===== config.mk =====
export PLATFORM = sky130hd
export DESIGN_NAME = fibo_check
export DESIGN_NICKNAME = d
export VERILOG_FILES = /design/src/rtl/fibo_pkg.sv /design/src/rtl/fibo_phase.sv /design/src/rtl/fibo_check.sv
export SDC_FILE = /design/constraint.sdc
export NUM_CORES = 1
export LEC_CHECK = 0
export CAP_MARGIN = 10
export CORE_ASPECT_RATIO = 0.7
export CORE_MARGIN = 4
export CORE_UTILIZATION = 45
export CTS_BUF_LIST = sky130_fd_sc_hd__clkbuf_8 sky130_fd_sc_hd__clkbuf_16
export DETAILED_ROUTE_END_ITERATION = 10
export GPL_TIMING_DRIVEN = 0
export PLACE_DENSITY = 0.73
export SLEW_MARGIN = 20
export SYNTH_ARGS = -nofsm -noshare
export SYNTH_HDL_FRONTEND = slang
export SYNTH_SLANG_ARGS = --single-unit

===== constraint.sdc =====
create_clock -name clk -period 3.27 [get_ports clk]
set_input_delay 0.654 -clock clk [delete_from_list [all_inputs] [get_ports clk]]
set_output_delay 0.654 -clock clk [all_outputs]
set_load 0.1 [all_outputs]

===== src/rtl/fibo_pkg.sv =====
// Shared widths, FSM encoding and the Fibonacci step helper for the fibo_check stream checker.
package fibo_pkg;

    localparam int DATA_W = 8;
    localparam int CNT_W  = 16;

    typedef enum logic [2:0] {
        ST_IDLE   = 3'd0,
        ST_SEED1  = 3'd1,
        ST_SEED2  = 3'd2,
        ST_CHECK  = 3'd3,
        ST_LOCKED = 3'd4
    } state_t;

    // Next term of the LED sequence wraps modulo 256, matching an 8-bit display.
    function automatic logic [DATA_W-1:0] fib_next(input logic [DATA_W-1:0] a,
                                                   input logic [DATA_W-1:0] b);
        return a + b;
    endfunction

endpackage


===== src/rtl/fibo_phase.sv =====
// Term-phase tracker: counts cycles within a term and strobes once mid-term so held values are sampled.
module fibo_phase #(
    parameter logic [19:0] DECIMATION = 20'd1000000
) (
    input  logic clk,
    input  logic reset,
    input  logic change,
    output logic strobe
);

    localparam logic [19:0] LAST = DECIMATION - 20'd1;
    localparam logic [19:0] HALF = DECIMATION / 20'd2;

    logic [19:0] phase_q;
    logic [19:0] phase_d;

    always_comb begin
        phase_d = phase_q + 20'd1;
        if (change || phase_q == LAST) begin
            phase_d = 20'd0;
        end
    end

    always_ff @(posedge clk or posedge reset) begin
        if (reset) begin
            phase_q <= 20'd0;
        end else begin
            phase_q <= phase_d;
        end
    end

    // Strobe comes from the current phase, so a change landing on it re-phases without losing it.
    assign strobe = (phase_q == HALF);

endmodule


===== src/rtl/fibo_check.sv =====
// Checks an 8-bit Fibonacci LED stream, locking once terms follow a+b; err_cnt only with FIBO_CHECK_CNT_EN.
module fibo_check
    import fibo_pkg::*;
#(
    parameter logic [19:0] DECIMATION = 20'd1000000
) (
    input  logic              clk,
    input  logic              reset,
    input  logic [DATA_W-1:0] in,
    output logic              locked,
    output logic              update,
    output logic              err,
    output logic [CNT_W-1:0]  err_cnt
);

    state_t            state_q, state_d;
    logic [DATA_W-1:0] in_q;
    logic [DATA_W-1:0] a_q, a_d;
    logic [DATA_W-1:0] b_q, b_d;
    logic              update_q, update_d;
    logic              err_q, err_d;
    logic              change;
    logic              strobe;
    logic              match;
    logic              checking;

    assign change   = (in != in_q);
    assign match    = (in_q == fib_next(a_q, b_q));
    assign checking = (state_q == ST_CHECK) || (state_q == ST_LOCKED);

    fibo_phase #(
        .DECIMATION(DECIMATION)
    ) u_phase (
        .clk   (clk),
        .reset (reset),
        .change(change),
        .strobe(strobe)
    );

    always_ff @(posedge clk or posedge reset) begin
        if (reset) begin
            state_q  <= ST_IDLE;
            in_q     <= '0;
            a_q      <= '0;
            b_q      <= '0;
            update_q <= 1'b0;
            err_q    <= 1'b0;
        end else begin
            state_q  <= state_d;
            in_q     <= in;
            a_q      <= a_d;
            b_q      <= b_d;
            update_q <= update_d;
            err_q    <= err_d;
        end
    end

    always_comb begin
        state_d = state_q;
        a_d     = a_q;
        b_d     = b_q;
        case (state_q)
            ST_IDLE: begin
                if (change) begin
                    state_d = ST_SEED1;
                end
            end
            ST_SEED1: begin
                if (strobe) begin
                    a_d     = in_q;
                    state_d = ST_SEED2;
                end
            end
            ST_SEED2: begin
                if (strobe) begin
                    b_d     = in_q;
                    state_d = ST_CHECK;
                end
            end
            ST_CHECK, ST_LOCKED: begin
                if (strobe) begin
                    if (match) begin
                        a_d     = b_q;
                        b_d     = in_q;
                        state_d = ST_LOCKED;
                    end else begin
                        // Resync: the failing term becomes the first seed.
                        a_d     = in_q;
                        state_d = ST_SEED2;
                    end
                end
            end
            default: begin
                state_d = ST_IDLE;
            end
        endcase
    end

    always_comb begin
        update_d = strobe && checking && match;
        err_d    = strobe && checking && !match;
    end

    assign locked = (state_q == ST_LOCKED);
    assign update = update_q;
    assign err    = err_q;

`ifdef FIBO_CHECK_CNT_EN
    logic [CNT_W-1:0] err_cnt_q, err_cnt_d;

    always_comb begin
        err_cnt_d = err_cnt_q;
        if (err_d && err_cnt_q != {CNT_W{1'b1}}) begin
            err_cnt_d = err_cnt_q + 1'b1;
        end
    end

    always_ff @(posedge clk or posedge reset) begin
        if (reset) begin
            err_cnt_q <= '0;
        end else begin
            err_cnt_q <= err_cnt_d;
        end
    end

    assign err_cnt = err_cnt_q;
`else
    assign err_cnt = '0;
`endif

endmodule


* Yosys cells after proc, flatten, opt, wreduce, memory -nomap -nowiden *
Index checks and enable logic that the tools add are counted.

word-level totals
  bits in registers = 49
  bits in latches = 0
  RAM bits = 0
  bits in read-only memories = 0
  output and inout bits = 19
  word-level logic and storage cells = 49
  memories = 0

operators by class
  add/sub/neg operators = 2
  multipliers = 0
  div/mod/pow operators = 0
  order comparisons = 0
  eq/ne operators = 13
  shift-type cells = 0
  mux-type cells = 14
  bitwise gates (word level) = 0
  reduce and logical (&&, ||, !) cells = 13

operators by type and width
  kind                   number
  $mux 8                 5
  $pmux 8 s2             2
  $add 20x1->20 const B  1
  $eq 20x19->1 const B   1
  $eq 20x20->1 const B   1
  $mux 20                1
  $mux 3                 5
  $pmux 3 s4             1
  $add 8x8->8            1
  $eq 8x8->1             1
  $ne 2x2->1 const B     4
  $ne 8x8->1             1
  $reduce_and 4->1       2
  $eq 3x2->1 const B     2
  $reduce_bool 2->1      2
  $eq 3x1->1 const B     1
  $eq 3x3->1 const B     1
  $logic_and 1x1->1      3
  $logic_not 3->1        1
  $reduce_and 3->1       1
  $logic_or 1x1->1       2
  $ne 2x1->1 const B     1
  $reduce_or 2->1        1
  $logic_not 1->1        1

* Longest topological paths before layout *
  depth in word-level cells = 5
  mapped depth = 10
  depth with buffers taken out = 9

* Cells and area by module *
A second synthesis with hierarchy kept.

second synthesis, totals
  cell total of the unflattened synthesis = 329
  area, all modules = 3105.5 sq um

by module, submodules not included
  module      times used  cells an instance  area an instance (sq um)  sequential area each (sq um)
  fibo_check  1           218                2028.2                    725.7
  fibo_phase  1           111                1077.3                    500.5

* Worst setup path before layout *
No wires, ideal clock.

  kind = register to register
  from = register state_q[0]
  to = register a_q[0]
  setup time = 0.123 ns
  arrival time = 3.737 ns
  required time = 3.147 ns
  slack = -0.590 ns
  cell stages (with the launch flop) = 7
  buffers on the path = 1
  cell sequence = dfrtp_1 -> nor3b_1 -> a21o_1 -> and4_1 -> buf_2 -> mux2i_1 -> a21oi_1

on the way
  cells in the longest elaborated chain, start to end = 4

ends and longest elaborated chain
  item                                                              line              RTL
  from (decl)                                                       fibo_check.sv:16  state_t state_q, state_d;
  from (signal assigned)                                            fibo_check.sv:49  state_q <= state_d;
  $eq 3x3->1 *                                                      --
  named net locked                                                  fibo_check.sv:10  output logic locked,
  $reduce_or 2->1 *                                                 fibo_check.sv:62  case (state_q)
  $ne 2x2->1 (no line) / $reduce_bool 2->1 (equally long branches)  --
  $reduce_and 3->1 (no line)                                        --
  to (signal assigned)                                              fibo_check.sv:44  a_q <= '0;
  to (signal assigned)                                              fibo_check.sv:51  a_q <= a_d;
  to (decl)                                                         fibo_check.sv:18  logic [DATA_W-1:0] a_q, a_d;

The timed path passes the listed nets; every way through them passes the cells marked *.
A chain may end at the register's enable or synchronous reset.

* Worst setup path in the final report *
  from = register b_q[0]
  to = register b_q[7]

on the way
  cells in the longest elaborated chain, start to end = 4

ends and longest elaborated chain
  item                        line              RTL
  from (decl)                 fibo_check.sv:19  logic [DATA_W-1:0] b_q, b_d;
  from (signal assigned)      fibo_check.sv:45  b_q <= '0;
  from (signal assigned)      fibo_check.sv:52  b_q <= b_d;
  $add 8x8->8                 fibo_pkg.sv:18    return a + b;
  $eq 8x8->1                  fibo_check.sv:28  assign match = (in_q == fib_next(a_q, b_q));
  $ne 2x2->1 (no line)        --
  $reduce_and 4->1 (no line)  --

Every way passes these cells.

==> key figures <==
Detailed routing
  • Highest Signal Layer: met4
  • DRC: 0
  • Total iterations of the first detailed-routing run: 4
  • Routed vias: 1823
  • Initial DRC Count: 142
  • Total Wirelength: ~4800 um
  • Metal2 WL: 1920 um
  • WL met1: 2690 um
  • Wire length per cell: between 10 and 15 um
  • Met3 routed WL: 150 um
  • Antenna Violating Nets Remaining: 0
  • Vias per cell: 4.90

Clocking
  • Htree depth: 2
  • Cts hold-fix bufs: 0
  • CTS resizes: 0
  • Clock tree buffer depth: 2
  • Clock transition at path regs: ~90 ps
  • Inserted Clock Buffers: 5
  • CTS Root Cell: clkbuf_8
  • Clock Sinks: 49
  • CTS tree: built
  • Worst-skew pair later-pin latency: about 290 ps
  • Post CTS Setup Buffer Count: 0

Power
  • Cell area power density: 359 mW/mm^2
  • Comb pwr share: 13.0%
  • Static leakage: ~1.4 nW
  • Register share of total power: 55.4%
  • Pint: 0.000812 W
  • Peak supply drop: 0.000182 V
  • Sw Pwr: between 0.0003 and 0.0004 W
  • Switching Share: 27.1%
  • Clock power share: 31.6%

Placed design
  • Port bufs: 12
  • RePlAce Congestion: 0.856
  • Pre-CTS setup slack: 310 ps
  • Hpwl dp: 3670 um

Yosys
  • Gate Count Post-Synth: 262
  • Syn avg cell area: about 10 sq um
  • Seq/Total Area, Yosys: 45.0%
  • Synth unique cells: 43
  • Asr flop ratio synth: 100%
  • Synthesized cell area: 0.00273 sq mm
  • Primary FF master, synth: dfrtp_1
  • Flops & latches, synth: 49
  • Syn. warnings: 0
  • Post-synth EDFFs: 0

Die
  • Io pins: 29
  • Initial Util: 47.1%
  • Die Y: 73.1 um
  • Die area: 0.00738 sq mm
  • Core Footprint: 0.00578 sq mm
  • Die W: between 100 and 150 um
  • Cell Rows: 23

Timing
  • Slew @ Worst Pin: a little under 1000 ps
  • Rel. slew slack: 35.7%
  • Final setup TNS: 0 ps
  • Final Setup Violations: 0
  • Min setup slack post-route: 298 ps
  • Achievable Freq: 336 MHz
  • Fin. max-slew vios: 0
  • Fin crit period: roughly 3000 ps
  • Setup Skew: ~7 ps
  • Hold Fails Final Rpt: 0
  • Period utilization: 90.9%
  • RSZ-0062 raised after global routing: no
  • WHS: 471 ps

Setup path
  • R2R Path Start: b_q[0]$_DFFE_PP0P_
  • Crit path max fanout: 8
  • Critical Path Source Type: flip-flop
  • Worst Reg-to-Reg Cells: 9
  • Data arrival, critical path: 3150 ps
  • Setup CP Type: flip-flop to flip-flop
  • Origin of the worst setup path: b_q[0]$_DFFE_PP0P_
  • Worst path required time: 3450 ps
  • Worst Setup End Kind: flip-flop
  • Reg-to-reg endpoint: b_q[7]$_DFFE_PP0P_
  • Critical Path Sink: b_q[7]$_DFFE_PP0P_
  • Flop2flop setup slack: 300 ps

Finish
  • Post-synthesis to final-layout area growth: 14.0%
  • Finished Core Util: 53.7%
  • # diodes: 0
  • NumNets Final: 317
  • Share of cells above drive strength 1: 14.8%

Worst hold path
  • Worst hold-check path type: flip-flop to flip-flop

Job
  • Max capacitance violation total: 0

Global routing
  • Largest net degree at the start of global routing: 33
  • Initial antenna violation count: 0
  • Total grt overflow: 0
  • First-pass GRT wire length: 8250 um
  • GRT Total Usage: 14.1%
  • Number of global-route vias before repair: between 1.5k and 2k

Run status
  • Status: complete, no violations
-- worst min path at each step --
stage	from	end	cells after the start
floorplan	state_q[2]$_DFFE_PP0P_	state_q[0]$_DFFE_PP0P_	1
global placement	state_q[2]$_DFFE_PP0P_	state_q[0]$_DFFE_PP0P_	1
detailed placement	state_q[2]$_DFFE_PP0P_	state_q[0]$_DFFE_PP0P_	1
CTS	state_q[2]$_DFFE_PP0P_	state_q[0]$_DFFE_PP0P_	1
global route	state_q[2]$_DFFE_PP0P_	state_q[0]$_DFFE_PP0P_	1
finish	state_q[2]$_DFFE_PP0P_	state_q[0]$_DFFE_PP0P_	1
-- per-layer routing --
layer  vias to the layer above  track usage [%]
li1                        943                -
met1                       850             22.8
met2                        26             19.1
met3                         4             2.87
met4                         0             3.10
met5                         -                0
-- worst max-delay path: stages (launching register included) --
cell      delay (ps)
dfrtp_1          400
ha_1             210
fa_1             420
a211oi_1         330
or3_1            180
nand4_1           80
and4bb_2         330
nand3_1          160
o21ai_4          360
mux2_2           380
-- cell families after synthesis --
| kind of cell | synth area share (%) |
|---|---|
| xor gates and xnor gates | 11.6 |
| DFF | 45.0 |
| other | 0.138 |
| and+or+nand+nor | 17.8 |
| AOI/OAI and AO/OA | 6.84 |
| buffers and inverters | 5.97 |
| muxes | 7.81 |
| adders and majority gates | 4.87 |
-- metrics by stage --
step | total power [W] | cells | cell area (sq um)
finish | 0.00111 | 372 | 3110
global route | 0.00117 | 372 | 3110
CTS | 0.00113 | 372 | 3110
detailed placement | 0.000775 | 365 | 3020
global placement | 0.000771 | 364 | 3000
floorplan | 0.000749 | 277 | 2790
-- power by group through the flow --
stage | combinational [W] | sequential (W) | clock [W]
2_1_floorplan | 0.000121 | 0.000628 | 0
3_3_place_gp | 0.000141 | 0.000629 | 0
3_5_place_dp | 0.000145 | 0.000630 | 0
4_1_cts | 0.000145 | 0.000618 | 0.000367
5_1_grt | 0.000153 | 0.000619 | 0.000396
6_report | 0.000145 | 0.000617 | 0.000352
-- cells in the final DEF (no fill, tap or decap), types with 2 or more instances in the layout --
master,count
or3_1,4
a21oi_1,15
conb_1,16
mux2i_1,10
mux2_2,10
clkbuf_1,2
clkbuf_8,6
nor4_1,3
and4_1,3
and2_1,2
dfrtp_1,49
o21ai_0,6
nand3_1,9
xnor2_1,13
nor3_1,3
inv_1,6
nand4_1,6
buf_4,17
a21o_1,2
xor2_1,23
nor2b_1,6
nand2_1,13
clkdlybuf4s50_1,12
ha_1,9
nor2_1,29
and3_1,2
-- layout make-up --
type                            instances  area [sq um]
Clock buffer                            6          82.6
Tap cell                               75          93.8
Timing Repair Buffer                   13           140
Inverter                                6          22.5
Fill cell                             521          2680
Multi-Input combinational cell        202          1400
Sequential cell                        49          1230
Clock inverter                          1          3.75
Buffer                                 20           140
-- flip-flops by register name (all words and copies together), names as in the netlist --
signal and flops:
err 1, update 1, state_q 3, u_phase.phase_q 20, a_q 8, in_q 8
b_q 8
-- cells in the mapped netlist (all sizes together), types with 2 or more instances --
master / number / area (sq um)
nor2b: 6 / 37.5
nand4: 6 / 37.5
nor3: 3 / 15.0
dfrtp: 49 / 1230
nand3: 9 / 45.0
nor2: 30 / 120
or3: 4 / 25.0
nor4: 4 / 31.3
clkbuf: 2 / 7.51
and2: 2 / 12.5
a21oi: 15 / 75.1
and3: 2 / 12.5
mux2i: 10 / 100
ha: 9 / 113
inv: 6 / 22.5
xor2: 23 / 201
mux2: 10 / 113
o21ai: 7 / 46.3
a21o: 2 / 15.0
and4: 3 / 26.3
nand2: 14 / 60.1
buf: 18 / 133
xnor2: 13 / 114
Note: power is estimated with default switching activity, not from simulation.
